==> config.mk <==
export PLATFORM = sky130hd
export DESIGN_NAME = param_commit_scheduler
export DESIGN_NICKNAME = d
export VERILOG_FILES = /design/src/rtl/param_commit_scheduler.sv
export SDC_FILE = /design/constraint.sdc
export NUM_CORES = 1
export LEC_CHECK = 0
export CORE_ASPECT_RATIO = 1.4
export CORE_UTILIZATION = 52
export CTS_CLUSTER_DIAMETER = 80
export DETAILED_ROUTE_END_ITERATION = 7
export GPL_ROUTABILITY_DRIVEN = 0
export PLACE_DENSITY = 0.81
export SYNTH_ARGS = -nofsm -noshare
export SYNTH_HDL_FRONTEND = slang
export SYNTH_SLANG_ARGS = --single-unit
==> constraint.sdc <==
create_clock -name clk -period 2 [get_ports clk]
set_input_delay 0.4 -clock clk [delete_from_list [all_inputs] [get_ports clk]]
set_output_delay 0.4 -clock clk [all_outputs]
set_load 0.03 [all_outputs]
==> src/rtl/param_commit_scheduler.sv <==
// Staging and frame-synchronous commit of the live waveform settings (amplitude,
// frequency, noise). Host writes and front-panel events share one staging write per cycle.
module param_commit_scheduler #(
  parameter int AMP_DEF     = 8,
  parameter int FREQ_DEF    = 8,
  parameter int NOISE_DEF   = 16,
  parameter int TIMEOUT_CYC = 1000000,
  parameter int TO_W        = 20
) (
  input  logic       clk,
  input  logic       rst,
  input  logic [5:0] ev_req,
  input  logic       host_req,
  input  logic [1:0] host_sel,
  input  logic [4:0] host_data,
  output logic       host_ack,
  output logic       host_err,
  input  logic       frame_sync,
  output logic [3:0] amp_factor,
  output logic [3:0] freq_factor,
  output logic [4:0] noise_amp_factor,
  output logic       cfg_update,
  output logic       pending
);

  localparam logic [3:0]      AMP_RST   = 4'(AMP_DEF);
  localparam logic [3:0]      FREQ_RST  = 4'(FREQ_DEF);
  localparam logic [4:0]      NOISE_RST = 5'(NOISE_DEF);
  localparam logic [TO_W-1:0] TO_LAST   = TO_W'(TIMEOUT_CYC - 1);

  typedef enum logic [1:0] {
    IDLE   = 2'd0,
    ARMED  = 2'd1,
    COMMIT = 2'd2
  } state_t;

  state_t          state_q;
  logic [TO_W-1:0] timer_q;

  logic [3:0] stg_amp_q,   stg_amp_d;
  logic [3:0] stg_freq_q,  stg_freq_d;
  logic [4:0] stg_noise_q, stg_noise_d;
  logic [5:0] ev_pend_q,   ev_pend_d;
  logic       host_ack_q,  host_ack_d;
  logic       host_err_q,  host_err_d;

  logic [3:0] live_amp_q;
  logic [3:0] live_freq_q;
  logic [4:0] live_noise_q;
  logic       cfg_update_q;

  logic       host_grant;
  logic [5:0] svc_mask;
  logic       timeout_hit;

  function automatic logic [3:0] clamp4(input logic [4:0] v);
    return (v > 5'd15) ? 4'd15 : v[3:0];
  endfunction

  function automatic logic [3:0] inc4(input logic [3:0] v);
    return (v == 4'd15) ? v : v + 4'd1;
  endfunction

  function automatic logic [3:0] dec4(input logic [3:0] v);
    return (v == 4'd0) ? v : v - 4'd1;
  endfunction

  function automatic logic [4:0] inc5(input logic [4:0] v);
    return (v == 5'd31) ? v : v + 5'd1;
  endfunction

  function automatic logic [4:0] dec5(input logic [4:0] v);
    return (v == 5'd0) ? v : v - 5'd1;
  endfunction

  // A request still high while its ack is showing is the tail of the write just served.
  assign host_grant = host_req & ~host_ack_q;

  always_comb begin
    stg_amp_d   = stg_amp_q;
    stg_freq_d  = stg_freq_q;
    stg_noise_d = stg_noise_q;
    svc_mask    = 6'b000000;
    host_ack_d  = 1'b0;
    host_err_d  = 1'b0;
    if (host_grant) begin
      host_ack_d = 1'b1;
      case (host_sel)
        2'd0:    stg_amp_d   = clamp4(host_data);
        2'd1:    stg_freq_d  = clamp4(host_data);
        2'd2:    stg_noise_d = host_data;
        default: host_err_d  = 1'b1;
      endcase
    end else if (ev_pend_q[0]) begin
      svc_mask  = 6'b000001;
      stg_amp_d = inc4(stg_amp_q);
    end else if (ev_pend_q[1]) begin
      svc_mask  = 6'b000010;
      stg_amp_d = dec4(stg_amp_q);
    end else if (ev_pend_q[2]) begin
      svc_mask   = 6'b000100;
      stg_freq_d = inc4(stg_freq_q);
    end else if (ev_pend_q[3]) begin
      svc_mask   = 6'b001000;
      stg_freq_d = dec4(stg_freq_q);
    end else if (ev_pend_q[4]) begin
      svc_mask    = 6'b010000;
      stg_noise_d = inc5(stg_noise_q);
    end else if (ev_pend_q[5]) begin
      svc_mask    = 6'b100000;
      stg_noise_d = dec5(stg_noise_q);
    end
    // A fresh pulse on the bit being serviced keeps it pending.
    ev_pend_d = (ev_pend_q & ~svc_mask) | ev_req;
  end

  always_ff @(posedge clk or posedge rst) begin
    if (rst) begin
      stg_amp_q   <= AMP_RST;
      stg_freq_q  <= FREQ_RST;
      stg_noise_q <= NOISE_RST;
      ev_pend_q   <= 6'b000000;
      host_ack_q  <= 1'b0;
      host_err_q  <= 1'b0;
    end else begin
      stg_amp_q   <= stg_amp_d;
      stg_freq_q  <= stg_freq_d;
      stg_noise_q <= stg_noise_d;
      ev_pend_q   <= ev_pend_d;
      host_ack_q  <= host_ack_d;
      host_err_q  <= host_err_d;
    end
  end

  assign pending = (stg_amp_q   != live_amp_q)  |
                   (stg_freq_q  != live_freq_q) |
                   (stg_noise_q != live_noise_q);

  assign timeout_hit = (timer_q == TO_LAST);

  // Commit copies the registered staged values, so a write landing on the same edge waits a frame.
  always_ff @(posedge clk or posedge rst) begin
    if (rst) begin
      state_q      <= IDLE;
      timer_q      <= '0;
      live_amp_q   <= AMP_RST;
      live_freq_q  <= FREQ_RST;
      live_noise_q <= NOISE_RST;
      cfg_update_q <= 1'b0;
    end else begin
      cfg_update_q <= 1'b0;
      case (state_q)
        IDLE: begin
          if (pending) begin
            state_q <= ARMED;
            timer_q <= '0;
          end
        end
        ARMED: begin
          timer_q <= timer_q + TO_W'(1);
          if (!pending) begin
            state_q <= IDLE;
          end else if (frame_sync || timeout_hit) begin
            live_amp_q   <= stg_amp_q;
            live_freq_q  <= stg_freq_q;
            live_noise_q <= stg_noise_q;
            cfg_update_q <= 1'b1;
            state_q      <= COMMIT;
          end
        end
        COMMIT: begin
          state_q <= IDLE;
        end
        default: begin
          state_q <= IDLE;
        end
      endcase
    end
  end

  assign host_ack         = host_ack_q;
  assign host_err         = host_err_q;
  assign amp_factor       = live_amp_q;
  assign freq_factor      = live_freq_q;
  assign noise_amp_factor = live_noise_q;
  assign cfg_update       = cfg_update_q;

endmodule

==> impl_summary.log, run 1 <==
INFO  metric synth-main-ff-cell = dfrtp_1
INFO  metric vias = 2893
INFO  metric yosysTopAreaCellShare = 0.381
INFO  metric worst_slew_margin_rel = 0.731
INFO  metric worst_hold_slack = 357 ps
INFO  metric routed_wirelength_normalized_by_instance_count = 16.9 µm
INFO  metric cts_sink_cnt = 57
INFO  metric die_y = 96.9 µm
INFO  metric netlist.top_cell.by_area = dfrtp_1
INFO  metric report.final.setup_viol = 3
INFO  metric root_buffer = clkbuf_8
INFO  metric worst_skew_pair.late_latency = 350 ps
INFO  metric post_synth.cell_area_avg = around 10 µm²
INFO  metric floorplan.io_pins = 34
INFO  metric post-place-ws = -85.3 ps
INFO  metric post-route-util = 0.715
INFO  metric detail_route.drc_violations = 0
INFO  metric antennaDiodeCount = 0
INFO  metric clk_path_buf_depth = 2
INFO  metric power_per_cell_area = 1190 nW/µm²
INFO  metric wire_length_of_the_first_global_routing_pass = 13900 µm
INFO  metric syn2layout_area_growth = 32.6%
INFO  metric status = finished, violations left
INFO  metric timing.max_cap.violations = 0
INFO  metric slew_violations = 0
INFO  metric grt_pass1_vias = 2969
INFO  metric path_clk_slew = 60 ps
INFO  metric synth_seq_area_share = 0.428
INFO  metric synth.yosys.warnings = 0
INFO  metric timing_hold_violations_final = 0
INFO  metric row_count = 34
INFO  metric post-synth-top-count-cell = dfrtp_1
INFO  metric synth_edf_count = 0
INFO  metric finalWorstPathRequiredPeriod = 2080 ps
INFO  metric dpl.hpwl = 5790 µm
INFO  metric total_power = between 5000 and 6000 µW
INFO  metric grt_start_max_net_pins = 25
INFO  metric violations = setup timing
INFO  metric final_layout_size_suffix_gt1_frac = 0.321
INFO  metric port-buffer-count = 33
INFO  metric critical_path.startpoint_type = flop
INFO  metric antenna_violating_nets_post_route = 0
INFO  metric initial_core_util = 0.539
INFO  metric synth.ff_latch_count = 57
INFO  metric num-nets-final = 440
INFO  metric antenna_found_initial = 0
INFO  metric cp.arrival = 1680 ps
INFO  metric via_per_inst = 5.92
INFO  metric die_w = between 60 and 70 µm
INFO  metric list_of_most_frequent_post_synthesis_cells = dfrtp_1, nor2_1, nand2_1, a22o_1, mux2_2
INFO  metric clock_tree_from_tritoncts = yes
INFO  metric postSynthCellCount = between 300 and 400
INFO  metric type_of_the_most_critical_hold_path = primary input to asynchronous set/reset pin
INFO  metric die_area = just under 7000 µm²
INFO  metric worst_slew_pin_slew = 400 ps
INFO  metric synth.top_cells.by_area = dfrtp_1, mux2_2, dfstp_2
INFO  metric cts-hold-fix-buffers = 0
INFO  metric rsz_0062_raised_after_global_routing = yes
INFO  metric dr.first_iter.drc_count = 260
INFO  metric proportion_of_register_bits_with_asynchronous_set_or_reset_after_synthesis = 1.00
INFO  metric htreeDepth = 3
INFO  metric synth_fp_nets = 348
INFO  metric fmax = between 400 and 500 MHz
INFO  metric core_area = around 6200 µm²
INFO  metric dpl-instance-area = 4130 µm²
INFO  metric finalWorstSetupSlack = -75.2 ps
INFO  metric final.fill_count = 428
INFO  metric number_of_distinct_standard_cells_referenced_by_the_synthesized_netlist = 59
INFO  metric fin_worst_skew = between 9 and 10 ps
INFO  metric global_route.overflow_total = 0
INFO  metric critPathCaptureType = primary output
INFO  metric cellLeakagePower = approximately 0.0020 µW
INFO  metric min_period_over_period = 1.04
INFO  metric numCtsBuffers = 9
INFO  metric crit_fanout = 2
INFO  metric cell_area_after_layout = 4440 µm²
INFO  metric ir_drop = 0.647 mV
INFO  metric total_detailed_routing_wirelength = 8240 µm
INFO  metric critical_path_required = about 1600 ps
INFO  metric drt-pass1-iter-count = 4
INFO  metric crit_type = flop to primary output
INFO  metric netlist_area = 3350 µm²
INFO  metric gr-usage-all-layers = 0.264
## flip-flops by register name, summed over array words and instances, names as in the netlist
name	count
amp_factor	4
host_ack	1
stg_amp_q	4
ev_pend_q	6
freq_factor	4
stg_freq_q	4
cfg_update	1
stg_noise_q	5
timer_q	20
host_err	1
state_q	2
noise_amp_factor	5
## report_power, final
part / switching [µW] / internal [µW]
Sequential: 236 / 1480
Combinational: 1260 / 1250
Clock: 467 / 581
## critical path: stages (launching register included)
cell     delay [ps]
dfrtp_2         410
xor2_1          170
nor4_2          370
nand4_2         170
buf_4           210
## per-stage QoR
stage | TNS (ps) | instances
after floorplan | -2710 | 320
after global placement | -381 | 466
after detailed placement | -1360 | 466
after CTS | -80.7 | 484
after global routing | -1540 | 489
final | -79.5 | 489
## worst paths after layout
kind	depth (start not counted)	endpoint	start	slack, ps
worst min-delay path	2	amp_factor[0]$_DFFE_PP0P_	rst	360
max in group asynchronous	3	amp_factor[3]$_DFFE_PP1P_	rst	1120
worst min register to register	1	ev_pend_q[5]$_DFF_PP0_	ev_pend_q[5]$_DFF_PP0_	490
worst max register to register	7	amp_factor[0]$_DFFE_PP0P_	freq_factor[1]$_DFFE_PP0P_	0
min in group clk	1	ev_pend_q[5]$_DFF_PP0_	ev_pend_q[5]$_DFF_PP0_	490
worst max-delay path	4	pending	freq_factor[1]$_DFFE_PP0P_	-80
## layout make-up
type / instances / area, µm² / share of cell area
clock buffer: 14 / 183 / 0.0411
sequential: 57 / 1440 / 0.324
clock inverter: 2 / 10.0 / 0.00225
timing repair buffer: 95 / 827 / 0.186
multi-input combinational: 236 / 1840 / 0.415
inverter: 13 / 48.8 / 0.0110
tap: 72 / 90.1 / 0.0203
## routing by layer
layer,vias to the layer above,part of all wire,track usage
li1,1373,-,-
met2,94,0.55,0.471
met5,-,0,0
met3,22,0.044,0.0667
met1,1404,0.38,0.287
met4,0,0.027,0.120
## what timing repair did
action / 4_1_cts / 5_1_grt
gates resized for setup: 12 / 12
setup endpoints to repair: 20 / 38
setup buffers: 2 / 5
hold endpoints to repair: 0 / 0
pin swaps: 2 / 6
## cell usage in the layout, fill, tap and decap left out, types with 12 or more instances in the layout
cell	netlist	routed
o21ai_0	15	14
mux2_2	17	17
clkdlybuf4s50_1	0	29
buf_4	0	60
xor2_1	15	15
clkbuf_8	0	13
a21o_1	12	12
a22o_1	17	17
dfrtp_1	51	46
nand2_1	19	19
nor2_1	20	19
## logic make-up (layout without fill, tap and decap cells)
family,Yosys count,in the layout,share of synthesized area
simple gates,98,98,0.160
compound gates,80,80,0.175
flops,57,57,0.428
mux,27,27,0.0991
buf+inv,27,124,0.0374
xor+xnor,20,20,0.0523
fa+ha+maj,11,11,0.0479
Note: power is estimated with default switching activity, not from simulation.
==> run 2, diff against run 1 <==
clock period = 1.7 ns   (was 2 ns; I/O delays follow)
==> run 2 against run 1 <==
  * The run still ends with setup timing left
  * Register-to-register slack lost 450 ps
  * Sequential share of layout area down 4.2 points
  * Non-clock buffer count grew 50
  * Setup slack worse by 380 ps
  * Critical path type is now flop to flop
==> impl_summary.log, run 2 (synthesized netlist as in run 1, its figures left out) <==
INFO  metric worst_slew_margin_rel = 0.693 (-0.0371)
INFO  metric cellLeakagePower = 0.00240 µW (+18%)
INFO  metric stdcell_count = 539 (+10%)
INFO  metric die_w = 69.8 µm (unchanged)
INFO  metric wire_length_of_the_first_global_routing_pass = 16600 µm (+20%)
INFO  metric worst_slew_pin_slew = 455 ps (+55.1 ps)
INFO  metric syn2layout_area_growth = 52.3%
INFO  metric cp.arrival = 2390 ps (+710 ps)
INFO  metric clk_path_buf_depth = 2 (unchanged)
INFO  metric detail_route.drc_violations = 0 (unchanged)
INFO  metric worst_skew_pair.late_latency = 350 ps (about the same)
INFO  metric largest_register_ff_count = 20 (unchanged)
INFO  metric core_area = 6210 µm² (unchanged)
INFO  metric dr.first_iter.drc_count = 299 (+15%)
INFO  metric antennaDiodeCount = 0 (unchanged)
INFO  metric post-route-util = 0.821 (+0.106)
INFO  metric gr-usage-all-layers = 0.315 (+0.0515)
INFO  metric rsz_0062_raised_after_global_routing = yes
INFO  metric clkPwrFrac = 0.166 (-0.033)
INFO  metric comb_power_share = 0.544 (+0.068)
INFO  metric final_cell_mix = buf_4, dfrtp_1, nor2_1, buf_6
INFO  metric antenna_violating_nets_post_route = 0 (unchanged)
INFO  metric critical_path.startpoint_type = flop
INFO  metric cts_sink_cnt = 57 (unchanged)
INFO  metric timing.max_cap.violations = 0 (unchanged)
INFO  metric sequentialPowerShare = 0.290 (-0.035)
INFO  metric routed-wl-met2 = 6270 µm (+37%)
INFO  metric status = finished, violations left
INFO  metric ir_drop = 1.02 mV (+57%)
INFO  metric post-place-ws = -344 ps (-259 ps)
INFO  metric routed_wirelength_normalized_by_instance_count = 21.6 µm (+28%)
INFO  metric minimum_setup_slack_among_reg_to_reg_paths = -450 ps (-450 ps)
INFO  metric total_routed_wire_length_on_the_met1_layer = 3950 µm (+28%)
INFO  metric report.final.setup_viol = 45 (+42)
INFO  metric port-buffer-count = 33 (unchanged)
INFO  metric timing_hold_violations_final = 0 (unchanged)
INFO  metric biggestRegsByFlops = timer_q (20), ev_pend_q (6)
INFO  metric critPathCaptureType = flop
INFO  metric maxUsedRoutingLayer = met4
INFO  metric global_route.overflow_total = 0 (unchanged)
INFO  metric crit_fanout = 7 (+5)
INFO  metric crit_type = flop to flop
INFO  metric critical_path_required = 1930 ps (+330 ps)
INFO  metric initial_core_util = 0.539 (unchanged)
INFO  metric drt-pass1-iter-count = 5 (+1)
INFO  metric finalWorstPathRequiredPeriod = 2150 ps
INFO  metric type_of_the_most_critical_hold_path = primary input to asynchronous set/reset pin
INFO  metric total_detailed_routing_wirelength = 11600 µm (+41%)
INFO  metric antenna_found_initial = 0 (unchanged)
INFO  metric power_per_cell_area = 1390 nW/µm² (+17%)
INFO  metric path_clk_slew = 70 ps (about the same)
INFO  metric final_layout_size_suffix_gt1_frac = 0.471 (+0.150)
INFO  metric switchingPower = 2840 µW (+45%)
INFO  metric via_per_inst = 6.21 (+5.0%)
INFO  metric largest-register = timer_q
INFO  metric dpl.hpwl = 6150 µm (+6.1%)
INFO  metric htreeDepth = 3 (unchanged)
INFO  metric die_area = 6770 µm² (unchanged)
INFO  metric root_buffer = clkbuf_8
INFO  metric place_inst = 501 (+7.5%)
INFO  metric floorplan.io_pins = 34 (unchanged)
INFO  metric power_switching_share = 0.402 (+0.0299)
INFO  metric fin_worst_skew = 6.73 ps (-2.50 ps)
INFO  metric grt_pass1_vias = 3449 (+16%)
INFO  metric vias = 3348 (+16%)
INFO  metric clock_tree_from_tritoncts = yes
INFO  metric finalWorstSetupSlack = -452 ps (-377 ps)
INFO  metric num-nets-final = 490 (+11%)
INFO  metric routed-wl-met3 = 707 µm (+93%)
INFO  metric slew_violations = 0 (unchanged)
INFO  metric die_y = 96.9 µm (unchanged)
INFO  metric min_period_over_period = 1.27
INFO  metric most_common_cell_after_layout_fill_and_taps_aside = buf_4
INFO  metric cellInternalPower = 4230 µW (+28%)
INFO  metric violations = setup timing
INFO  metric fmax = 465 MHz
INFO  metric numCtsBuffers = 9 (unchanged)
INFO  metric row_count = 34 (unchanged)
INFO  metric grt_start_max_net_pins = 58 (+130%)
-- run 2: cell types whose count changed in the layout (fill, tap and decap cells not counted), moves of 6 or more --
| cell | before | now |
|---|---|---|
| dlygate4sd2_1 | 3 | 12 |
| clkdlybuf4s50_1 | 29 | 17 |
| buf_6 | 0 | 18 |
| buf_4 | 60 | 92 |
| inv_1 | 11 | 5 |
-- run 2: metal layers --
layer / track usage / vias up
met2: 0.575 / 171
met5: 0 / -
met3: 0.0573 / 67
met4: 0.189 / 0
met1: 0.326 / 1638
li1: - / 1472
-- run 2: critical path, stage by stage, from the launching register on --
cell,delay (ps)
dfrtp_2,410
xor2_1,180
nor4_1,430
nand4_2,210
buf_6,190
nand3b_4,100
clkbuf_16,170
mux2_2,350
-- run 2: power groups by stage --
stage          Clock (µW)  Combinational, µW  Sequential (µW)
2_1_floorplan           0               1290             2420
3_3_place_gp            0               3000             1980
3_5_place_dp            0               3100             2000
4_1_cts              1150               3410             2010
5_1_grt              1230               4040             2070
6_report             1180               3850             2050
-- run 2: metrics by stage --
stage	hold WS, ps	total power (µW)	TNS (ps)	area, µm²
4_1_cts	431	6570	-6340	4830
6_report	411	7070	-12270	5100
3_5_place_dp	490	5100	-9600	4410
2_1_floorplan	424	3720	-13080	3380
3_3_place_gp	466	4980	-7930	4410
5_1_grt	436	7340	-13970	5100
-- run 2: repair_timing --
item	CTS	global route
hold buffers	0	0
setup buffers	12	14
gates cloned	0	1
gates resized for setup	61	46
endpoints found under the setup margin	62	49
pin swaps	28	28
-- run 2: final timing paths --
check	start	end	cells past startpoint
max	freq_factor[1]$_DFFE_PP0P_	freq_factor[2]$_DFFE_PP0P_	7
min	rst	timer_q[1]$_DFFE_PP0P_	3
max reg2reg	freq_factor[1]$_DFFE_PP0P_	freq_factor[2]$_DFFE_PP0P_	7
min reg2reg	ev_pend_q[2]$_DFF_PP0_	ev_pend_q[2]$_DFF_PP0_	1
max in group asynchronous	rst	noise_amp_factor[4]$_DFFE_PP1P_	3
min in group clk	ev_pend_q[2]$_DFF_PP0_	ev_pend_q[2]$_DFF_PP0_	1
-- run 2: final cells by class --
class	count	area (µm²)
Multi-Input combinational cell	236	2070
Sequential cell	57	1440
Timing Repair Buffer	145	1270
Fill cell	321	1110
Clock buffer	16	170
Tap cell	72	90.1
Inverter	13	55.1
